[src/rtl/sbox_share_sched.sv]
// sbox_share_sched
//   Time-shares a single 32-bit combinational S-box (four byte lanes) between
//   the round datapath (SubBytes on a 128-bit state, four words) and the key
//   schedule (SubWord on one 32-bit word). Contested cycles are arbitrated
//   round-robin, so neither requester can starve the other.
//
// Ports
//   clk       in   1    system clock, rising edge
//   rst_n     in   1    synchronous active-low reset
//   st_valid  in   1    state job request
//   st_ready  out  1    high while idle; a job is accepted on st_valid & st_ready
//   st_in     in   128  state to substitute, word0 = [127:96] .. word3 = [31:0]
//   st_out    out  128  substituted state, valid while st_done is high
//   st_done   out  1    one-cycle completion pulse for the state job
//   kw_valid  in   1    key word request (may be held high for back-to-back words)
//   kw_ready  out  1    key word granted the S-box this cycle
//   kw_in     in   32   word for SubWord
//   kw_out    out  32   substituted key word, valid while kw_done is high
//   kw_done   out  1    one-cycle completion pulse for a key word
//   sbox_in   out  32   drives the shared S-box input
//   sbox_out  in   32   result from the shared S-box
//
// Parameter
//   KEY_FIRST  winner of the first contested cycle after reset (1 = key, 0 = state)
//
// Build option
//   SBOX_PIPE_EN  when defined, sbox_out is captured in a register together with
//                 an {owner, index} tag and results retire one cycle after their
//                 grant; done pulses and the return to idle move one cycle later.
module sbox_share_sched #(
  parameter bit KEY_FIRST = 1'b1
) (
  input  logic         clk,
  input  logic         rst_n,
  input  logic         st_valid,
  output logic         st_ready,
  input  logic [127:0] st_in,
  output logic [127:0] st_out,
  output logic         st_done,
  input  logic         kw_valid,
  output logic         kw_ready,
  input  logic [31:0]  kw_in,
  output logic [31:0]  kw_out,
  output logic         kw_done,
  output logic [31:0]  sbox_in,
  input  logic [31:0]  sbox_out
);

  typedef enum logic [0:0] {
    IDLE = 1'b0,
    RUN  = 1'b1
  } fsm_e;

  fsm_e         fsm_q, fsm_d;
  // Issue index of the next state word; bit 2 set means all four words issued.
  logic [2:0]   idx_q, idx_d;
  logic [127:0] job_q, job_d;
  logic [127:0] res_q, res_d;
  logic [127:0] st_out_q, st_out_d;
  logic         st_done_q, st_done_d;
  logic [31:0]  kw_out_q, kw_out_d;
  logic         kw_done_q, kw_done_d;
  // Owner of the most recent contested grant: 1 = key, 0 = state.
  logic         last_key_q, last_key_d;

  logic         st_cand_s;
  logic         contest_s;
  logic         key_win_s;
  logic         st_win_s;
  logic         ret_vld_s;
  logic         ret_key_s;
  logic [1:0]   ret_idx_s;
  logic [31:0]  ret_data_s;

`ifdef SBOX_PIPE_EN
  logic         pipe_vld_q, pipe_vld_d;
  logic         pipe_key_q, pipe_key_d;
  logic [1:0]   pipe_idx_q, pipe_idx_d;
  logic [31:0]  pipe_data_q, pipe_data_d;
`endif

  // Select word n of a 128-bit block, word0 being the most significant.
  function automatic logic [31:0] word_sel(input logic [127:0] blk, input logic [1:0] n);
    logic [31:0] w;
    case (n)
      2'd0:    w = blk[127:96];
      2'd1:    w = blk[95:64];
      2'd2:    w = blk[63:32];
      default: w = blk[31:0];
    endcase
    return w;
  endfunction

  // Replace word n of a 128-bit block, word0 being the most significant.
  function automatic logic [127:0] word_put(input logic [127:0] blk, input logic [1:0] n,
                                            input logic [31:0] w);
    logic [127:0] r;
    r = blk;
    case (n)
      2'd0:    r[127:96] = w;
      2'd1:    r[95:64]  = w;
      2'd2:    r[63:32]  = w;
      default: r[31:0]   = w;
    endcase
    return r;
  endfunction

  // Arbitration and S-box input mux; purely combinational.
  always_comb begin
    // The state job only competes once it is running, so a key word can take
    // the S-box in the very cycle a state job is being accepted.
    st_cand_s = (fsm_q == RUN) && !idx_q[2];
    contest_s = st_cand_s && kw_valid;
    if (contest_s) begin
      key_win_s = ~last_key_q;
    end else begin
      key_win_s = kw_valid;
    end
    st_win_s = st_cand_s && !key_win_s;

    if (st_win_s) begin
      sbox_in = word_sel(job_q, idx_q[1:0]);
    end else if (key_win_s) begin
      sbox_in = kw_in;
    end else begin
      sbox_in = 32'h0000_0000;
    end

    kw_ready = key_win_s;
    st_ready = (fsm_q == IDLE);
  end

  // Source of retiring results: the S-box directly, or its tagged output register.
  always_comb begin
`ifdef SBOX_PIPE_EN
    ret_vld_s   = pipe_vld_q;
    ret_key_s   = pipe_key_q;
    ret_idx_s   = pipe_idx_q;
    ret_data_s  = pipe_data_q;
    pipe_vld_d  = st_win_s | key_win_s;
    pipe_key_d  = key_win_s;
    pipe_idx_d  = idx_q[1:0];
    pipe_data_d = sbox_out;
`else
    ret_vld_s   = st_win_s | key_win_s;
    ret_key_s   = key_win_s;
    ret_idx_s   = idx_q[1:0];
    ret_data_s  = sbox_out;
`endif
  end

  // Next-state logic for the job FSM, pointer and registered outputs.
  always_comb begin
    fsm_d      = fsm_q;
    idx_d      = idx_q;
    job_d      = job_q;
    res_d      = res_q;
    st_out_d   = st_out_q;
    st_done_d  = 1'b0;
    kw_out_d   = kw_out_q;
    kw_done_d  = 1'b0;
    last_key_d = last_key_q;

    // The pointer only moves when both requesters competed.
    if (contest_s) begin
      last_key_d = key_win_s;
    end else begin
      last_key_d = last_key_q;
    end

    if (st_win_s) begin
      idx_d = idx_q + 3'd1;
    end else begin
      idx_d = idx_q;
    end

    if (ret_vld_s && ret_key_s) begin
      kw_out_d  = ret_data_s;
      kw_done_d = 1'b1;
    end else if (ret_vld_s) begin
      res_d = word_put(res_q, ret_idx_s, ret_data_s);
      // Retiring word3 completes the job and frees the FSM in the same edge,
      // so a new job can be accepted during the st_done cycle.
      if (ret_idx_s == 2'd3) begin
        st_out_d  = word_put(res_q, 2'd3, ret_data_s);
        st_done_d = 1'b1;
        fsm_d     = IDLE;
      end else begin
        st_done_d = 1'b0;
      end
    end else begin
      res_d = res_q;
    end

    // Acceptance is only possible in IDLE, where no state word can retire.
    if ((fsm_q == IDLE) && st_valid) begin
      fsm_d = RUN;
      idx_d = 3'd0;
      job_d = st_in;
    end else begin
      job_d = job_q;
    end
  end

  // State registers with synchronous active-low reset.
  always_ff @(posedge clk) begin
    if (!rst_n) begin
      fsm_q      <= IDLE;
      idx_q      <= 3'd0;
      job_q      <= 128'd0;
      res_q      <= 128'd0;
      st_out_q   <= 128'd0;
      st_done_q  <= 1'b0;
      kw_out_q   <= 32'd0;
      kw_done_q  <= 1'b0;
      last_key_q <= ~KEY_FIRST;
    end else begin
      fsm_q      <= fsm_d;
      idx_q      <= idx_d;
      job_q      <= job_d;
      res_q      <= res_d;
      st_out_q   <= st_out_d;
      st_done_q  <= st_done_d;
      kw_out_q   <= kw_out_d;
      kw_done_q  <= kw_done_d;
      last_key_q <= last_key_d;
    end
  end

`ifdef SBOX_PIPE_EN
  // Tagged S-box output register; the tag records which requester and word own the data.
  always_ff @(posedge clk) begin
    if (!rst_n) begin
      pipe_vld_q  <= 1'b0;
      pipe_key_q  <= 1'b0;
      pipe_idx_q  <= 2'd0;
      pipe_data_q <= 32'd0;
    end else begin
      pipe_vld_q  <= pipe_vld_d;
      pipe_key_q  <= pipe_key_d;
      pipe_idx_q  <= pipe_idx_d;
      pipe_data_q <= pipe_data_d;
    end
  end
`endif

  assign st_out  = st_out_q;
  assign st_done = st_done_q;
  assign kw_out  = kw_out_q;
  assign kw_done = kw_done_q;

endmodule

[config.mk]
export PLATFORM = sky130hd
export DESIGN_NAME = sbox_share_sched
export DESIGN_NICKNAME = d
export VERILOG_FILES = /design/src/rtl/sbox_share_sched.sv
export SDC_FILE = /design/constraint.sdc
export NUM_CORES = 1
export LEC_CHECK = 0
export ABC_AREA = 1
export BUFFER_PORTS_ARGS = -buffer_cell sky130_fd_sc_hd__buf_2
export CORE_MARGIN = 5
export CORE_UTILIZATION = 50
export DETAILED_ROUTE_END_ITERATION = 6
export GPL_TIMING_DRIVEN = 1
export PLACE_DENSITY = 0.76
export SKIP_CTS_REPAIR_TIMING = 1
export SYNTH_ARGS = -nofsm -noshare
export SYNTH_HDL_FRONTEND = slang
export SYNTH_SLANG_ARGS = --single-unit
[constraint.sdc]
create_clock -name clk -period 4.8 [get_ports clk]
set_input_delay 0.72 -clock clk [delete_from_list [all_inputs] [get_ports clk]]
set_output_delay 0.72 -clock clk [all_outputs]
set_load 0.005 [all_outputs]
Word-level counts from Yosys, hierarchy flattened

Index checks and enable logic that the tools add are counted.

Bits of input ports: 196
Flip-flop bits (word level): 391
Output and inout port bits: 196

Muxes and demuxes: 10
Bitwise logic cells: 6
Equality and inequality tests: 4
Add/subtract/negate cells: 1
Reductions and logical operators: 17

Operator list:

| kind                                                                   | count |
|---|---|
| 32-bit one-hot mux with 3 select lines                                 | 1 |
| 32-bit two-way mux                                                     | 2 |
| 3-bit AND reduction                                                    | 5 |
| 1-bit two-way mux                                                      | 7 |
| 1-bit logical AND                                                      | 5 |
| 1-bit inverter                                                         | 5 |
| 2-bit equality test (second input constant)                            | 2 |
| 2-bit nonzero test                                                     | 2 |
| 3-bit by 1-bit adder with 3-bit output (second input constant)         | 1 |
| 3-bit OR reduction                                                     | 1 |
| 2-bit by 1-bit equality test with 1-bit output (second input constant) | 1 |
| 1-bit logical NOT                                                      | 2 |
| 2-bit logical NOT                                                      | 1 |
| 2-bit by 1-bit != test with 1-bit output (second input constant)       | 1 |
| 2-bit OR reduction                                                     | 1 |
| 1-bit OR                                                               | 1 |

Logic depth before layout (Yosys ltp)

Gate-level depths: netlist of the first run.

Word-level depth: 10
Mapped depth: 8
Depth with buffers taken out: 6

Worst setup path before layout of the first run

Ideal clock, no wire load.

Kind: input -> output
Start: input kw_valid
End: output sbox_in[22]
Stages on the path: 6
Arrival time: 1.510 ns
Setup slack: 2.570 ns
Path buffers: 2
Cell sequence: inv_1 -> a21oi_2 -> buf_2 -> buf_2 -> nand2_1 -> nand2_1

Cells in the longest elaborated chain, start to end: 5

Ends and longest elaborated chain:

| item                   | RTL line | source |
|---|---|---|
| from (decl)            | 40       | `input logic kw_valid,` |
| 1-bit logical AND      | 113      | `contest_s = st_cand_s && kw_valid;` |
| 1-bit two-way mux (*)  | 114      | `if (contest_s) begin` |
| net kw_ready           | 41       | `output logic kw_ready,` |
| 1-bit logical NOT      | 119      | `st_win_s = st_cand_s && !key_win_s;` |
| 1-bit logical AND      | 119      |  |
| 32-bit two-way mux (*) | 121      | `if (st_win_s) begin` |
| to (decl)              | 45       | `output logic [31:0] sbox_in,` |

The timed path passes the listed nets; every way through them passes the cells marked *.

Final worst setup path of the first run

Start: register idx_q[0]
End: output sbox_in[0]

Cells in the longest elaborated chain, start to end: 3

Ends and longest elaborated chain:

| item                                              | RTL line | source |
|---|---|---|
| from (decl)                                       | 56       | `logic [2:0] idx_q, idx_d;` |
| from (signal assigned)                            | 219      | `idx_q <= idx_d;` |
| 2-bit equality test, or another cell as far along | 85       | `case (n)` |
| 32-bit one-hot mux with 3 select lines (*)        | 85       |  |
| 32-bit two-way mux (*)                            | 121      |  |

Mark *: on every way between the ends. The rest lies on a longest branch, timed or not.

==> impl_metrics.yaml, run 1 <==
run_status:
  status: "completed"
floorplanning:
  core_area_um2: 31500
  die_h_um: 188
  rows: 65
  start_util: 0.505
  die_x_um: 188
  die-area_um2: 35500
  io_pins: 392
yosys:
  yosysUniqueCellTypes: 18
  syn_area_per_cell_um2: 7.00
  synth_flop_cell: "dfxtp_1"
  yosysWarnings: 0
  synth_edf_count: 0
  syn-instance-count: 2271
  synth_nets: 2471
  yosysSeqAreaShare: 0.492
  netlist_area_um2: 15900
  ys_async_sr_fraction: 0
  synth-seq-cells: 391
sta:
  grt_setup_unrepaired: "no"
  hold_viol: 0
  timing.final.crit_period_ns: 3.56
  finalSetupTns_ns: 0
  post-route-period-util: 0.742
  slew_headroom: 0.120
  setup_viol: 0
  worst_pin_slew_ns: 1.32
  finClkSkew_ns: 0.0187
  clock.fmax_mhz: 281
  maxSlewViolCount: 0
cts:
  cts_max_level: 2
  clockRootBuffer: "clkbuf_16"
  clk_latency_ns: 0.53
  cts.clk_slew.worst_paths_ns: 0.06
  numCtsBuffers: 41
  cts_tree: "built"
  cts_sinks: 391
  clockBufferDepth: 3
critical_path:
  r2r_slack_ns: 2.02
  r2r_start: "idx_q[0]"
  crit_required_ns: 4.08
  cp.arrival_ns: 2.84
  crit_fanout: 35
  crit_end: "sbox_in[0]"
  r2r-end: "st_out[18]"
  crit_start: "idx_q[0]"
  critPathCaptureType: "output port"
  startpoint_type: "flop"
  path_class: "flop to output port"
  ff2ff_path_depth: 6
routing:
  wl_per_cell_um: 16.5
  antenna_left: 0
  dr.pass1.iters: 6
  wl_um: 49400
  drc: 0
  drtIter0Drc: 1280
  vias: 15672
  viasPerCell: 5.25
global_route:
  grt_max_degree: 227
  grt-ovfl-total: 0
  grt_pass1_wl_um: 78300
  antenna_found_initial: 3
  first_global_vias: 14868
  grt_usage: 0.267
cells_and_area:
  final_core_util: 0.614
  stdcell_count: 2987
  drive_gt1_frac: 0.190
  layout-area-overhead-vs-synth_pct: 21.4
  fin_nets: 2750
power_and_ir_drop:
  p_leak_nw: 9.02
  powerDensity_nw_per_um2: 387
  vdd_drop_max_mv: 0.248
worst_hold_path:
  hold_path.class: "input port to flop"
placement:
  dp.cells: 2909
  place_hpwl_um: 32900
  portBuffers: 391
  routabilityCongestion: 0.862
flow_run:
  maxCapViolations: 0
==> worst max-delay path, stage by stage (launching register included) <==
cell	delay, ns
dfxtp_1	0.43
ha_4	0.49
inv_1	0.63
o211ai_1	0.46
nand2_1	0.14
buf_2	0.15
==> how the worst min path moves through the flow <==
stage	startpoint	endpoint	slack, ns	cells after the start
after CTS	st_in[109]	job_q[109]	0.42	3
after detailed placement	st_out[14]	st_out[14]	0.45	2
after global placement	st_out[17]	st_out[17]	0.45	2
final	st_in[46]	job_q[46]	0.44	3
after floorplan	res_q[100]	res_q[100]	0.45	2
after global routing	st_in[25]	job_q[25]	0.43	3
==> per-layer routing <==
layer	vias up	routed length, um	GRT usage
met5	-	14	0
met4	4	1890	0.100
met3	106	4470	0.0571
met2	692	23300	0.452
met1	7151	19700	0.338
li1	7719	-	-
==> stage by stage <==
step,cell area (um2),setup WS (ns),hold WS [ns],total power [mW]
5_1_grt,19300,1.06,0.432,7.77
2_1_floorplan,15900,2.57,0.446,3.95
6_report,19300,1.24,0.440,7.48
4_1_cts,19300,1.21,0.421,7.52
3_3_place_gp,17900,1.79,0.449,4.20
3_5_place_dp,17900,1.71,0.454,4.22
==> final cells by class <==
class	instances	area, um2
fillers	2924	12200
flip-flops and latches	391	7830
multi-input cells	1661	7240
repair buffers	410	2130
clock buffers	62	1210
well taps	402	503
clock inverters	13	219
inverters	45	173
diodes	3	7.51
==> flip-flops by register name, summed over array words and instances (netlist names) <==
register    count
fsm_q           1
idx_q           3
job_q         128
kw_done         1
kw_out         32
last_key_q      1
res_q          96
st_done         1
st_out        128
==> placed cells by master (no fill, tap or decap), drive strengths merged <==
cell type,netlist,layout
nor2,774,774
nand2,425,425
buf,97,410
dfxtp,391,391
nand3,160,160
o21ai,130,130
nand3b,96,96
clkbuf,77,62
inv,45,45
a21oi,39,39
o211ai,33,33
clkinv,0,7
bufinv,0,5
ha,4,4
diode,0,3
clkinvlp,0,1
==> power breakdown <==
group	internal [mW]	leakage [nW]	switching, mW
clock network	2.02	0.701	1.30
logic	0.251	5.13	0.448
registers	3.38	3.19	0.0694
total	5.66	9.02	1.82
==> synth_stat cells, types with 2 or more instances <==
master / count / area, um2
inv_2: 3 / 11.3
a21oi_2: 2 / 17.5
nand3_1: 160 / 801
nand2_1: 425 / 1600
a21oi_1: 37 / 185
buf_1: 40 / 150
buf_2: 57 / 285
dfxtp_1: 391 / 7830
ha_1: 4 / 50.1
o21ai_0: 129 / 646
nand3b_1: 96 / 721
o211ai_1: 32 / 240
inv_1: 42 / 158
clkbuf_1: 77 / 289
nor2_1: 773 / 2900
==> logic make-up after synthesis <==
| group | share of synthesized area |
|---|---|
| AND/OR/NAND/NOR | 0.379 |
| flip-flops | 0.492 |
| AO/OA/AOI/OAI | 0.0695 |
| buffers and inverters | 0.0562 |
| adder cells (fa/ha/maj) | 0.00315 |
No activity file was read; power rests on OpenSTA's default activity.
==> run 2: changes to the inputs <==
--- a/config.mk
+++ b/config.mk
@@ -8,7 +8,7 @@
 export ABC_AREA = 1
 export BUFFER_PORTS_ARGS = -buffer_cell sky130_fd_sc_hd__buf_2
 export CORE_MARGIN = 5
-export CORE_UTILIZATION = 50
+export CORE_UTILIZATION = 48
 export DETAILED_ROUTE_END_ITERATION = 6
 export GPL_TIMING_DRIVEN = 1
 export PLACE_DENSITY = 0.76
==> constraint.sdc (replaced) <==
create_clock -name clk -period 3.19 [get_ports clk]
set_input_delay 0.4785 -clock clk [delete_from_list [all_inputs] [get_ports clk]]
set_output_delay 0.4785 -clock clk [all_outputs]
set_load 0.005 [all_outputs]
==> impl_metrics.yaml, run 2 (synthesis gave the netlist of run 1 again) <==
flow_run:
  maxCapViolations: 0
placement:
  portBuffers: 391
  place_hpwl_um: 32400
  routabilityCongestion: 0.826
critical_path:
  cp.arrival_ns: 2.40
  crit_fanout: 32
  r2r_slack_ns: 0.98
  crit_required_ns: 2.71
  r2r_start: "fsm_q"
  path_class: "flop to output port"
  startpoint_type: "flop"
  critPathCaptureType: "output port"
  r2r-end: "job_q[43]"
  ff2ff_path_depth: 6
cts:
  clockRootBuffer: "clkbuf_16"
  cts_tree: "built"
  numCtsBuffers: 41
  cts_max_level: 2
  clk_latency_ns: 0.54
  cts.clk_slew.worst_paths_ns: 0.06
  cts_sinks: 391
  clockBufferDepth: 3
worst_hold_path:
  min_to: "job_q[26]"
  hold_path.class: "input port to flop"
  min_path_cells: 3
  hp-start: "st_in[26]"
routing:
  wl_per_cell_um: 16.1
  drc: 0
  drtIter0Drc: 1104
  dr.pass1.iters: 5
  vias: 15511
  viasPerCell: 5.13
  wl_um: 48700
  antenna_left: 0
sta:
  maxSlewViolCount: 0
  slew_headroom: 0.223
  finClkSkew_ns: 0.0220
  clock.fmax_mhz: 347
  setup_viol: 0
  timing.final.crit_period_ns: 2.88
  finalSetupTns_ns: 0
  hold_ws_ns: 0.200
  hold_viol: 0
  post-route-period-util: 0.904
  worst_pin_slew_ns: 1.16
  grt_setup_unrepaired: "no"
power_and_ir_drop:
  p_int_mw: 8.24
  comb_power_share: 0.095
  vdd_drop_max_mv: 0.303
  switching_share: 0.248
  power_mw: 11.0
  p_seq_frac: 0.474
  powerDensity_nw_per_um2: 567
  p_leak_nw: 9.00
  p_sw_mw: 2.72
  pwr-share-clk: 0.431
global_route:
  grt_usage: 0.252
  grt-ovfl-total: 0
  grt_max_degree: 227
  grt_pass1_wl_um: 74800
  first_global_vias: 14359
  antenna_found_initial: 3
floorplanning:
  core_area_um2: 32600
  rows: 66
  die_h_um: 192
  start_util: 0.488
  die_x_um: 192
  die-area_um2: 36900
  io_pins: 392
cells_and_area:
  layout_common_cells: "770 x nor2_1, 424 x nand2_1, 391 x dfxtp_1"
  drive_gt1_frac: 0.191
  final_common_cell: "nor2_1"
  layout-area-overhead-vs-synth_pct: 21.5
  fin_nets: 2750
run_status:
  status: "completed"
## run 2: cell count changes in the layout (fill, tap and decap cells not counted), sizes merged
cell	change
clkinv	+3
diode	-1
bufinv	-3
inv	+1
clkbuf	-5
clkinvlp	+1
## run 2: worst max path at each step
stage,from,endpoint,slack [ns]
floorplan,idx_q[0],sbox_in[23],1.29
global placement,kw_valid,sbox_in[16],0.84
detailed placement,kw_valid,sbox_in[7],0.80
CTS,idx_q[0],sbox_in[3],0.28
global route,idx_q[0],sbox_in[24],0.14
finish,idx_q[0],sbox_in[24],0.31
## run 2: cell type report
cell class | instances | area, um2
inverters | 45 | 173
repair buffers | 410 | 2180
fillers | 3041 | 13300
clock buffers | 57 | 1190
flip-flops and latches | 391 | 7830
clock inverters | 15 | 160
well taps | 442 | 553
multi-input cells | 1661 | 7240
diodes | 2 | 5.00
## run 2: stage by stage
| stage | setup WS [ns] | cells | area (um2) | util |
|---|---|---|---|---|
| after global placement | 0.836 | 2949 | 18000 | 0.551 |
| after global routing | 0.139 | 3023 | 19300 | 0.592 |
| final | 0.307 | 3023 | 19300 | 0.592 |
| after detailed placement | 0.798 | 2949 | 18000 | 0.551 |
| after CTS | 0.279 | 3021 | 19300 | 0.592 |
| after floorplan | 1.29 | 2271 | 15900 | - |
## run 2: power by group through the flow
stage / clock [mW] / sequential [mW] / combinational, mW
floorplan: 0 / 5.28 / 0.661
global placement: 0 / 5.29 / 1.03
detailed placement: 0 / 5.30 / 1.04
CTS: 4.80 / 5.20 / 1.05
global route: 5.01 / 5.22 / 1.18
finish: 4.72 / 5.20 / 1.04
## run 2: worst max-delay path, stage by stage (launching register included)
cell,delay (ns)
dfxtp_1,0.36
ha_4,0.24
inv_1,0.85
o211ai_1,0.18
nand2_1,0.12
buf_2,0.12
## run 2: metal layers
metal  GRT usage  vias up  share of wire
li1            -     7719              -
met1       0.318     7057           0.40
met2       0.421      636           0.47
met3      0.0514       97          0.086
met4       0.103        2          0.039
met5           0        -        0.00027
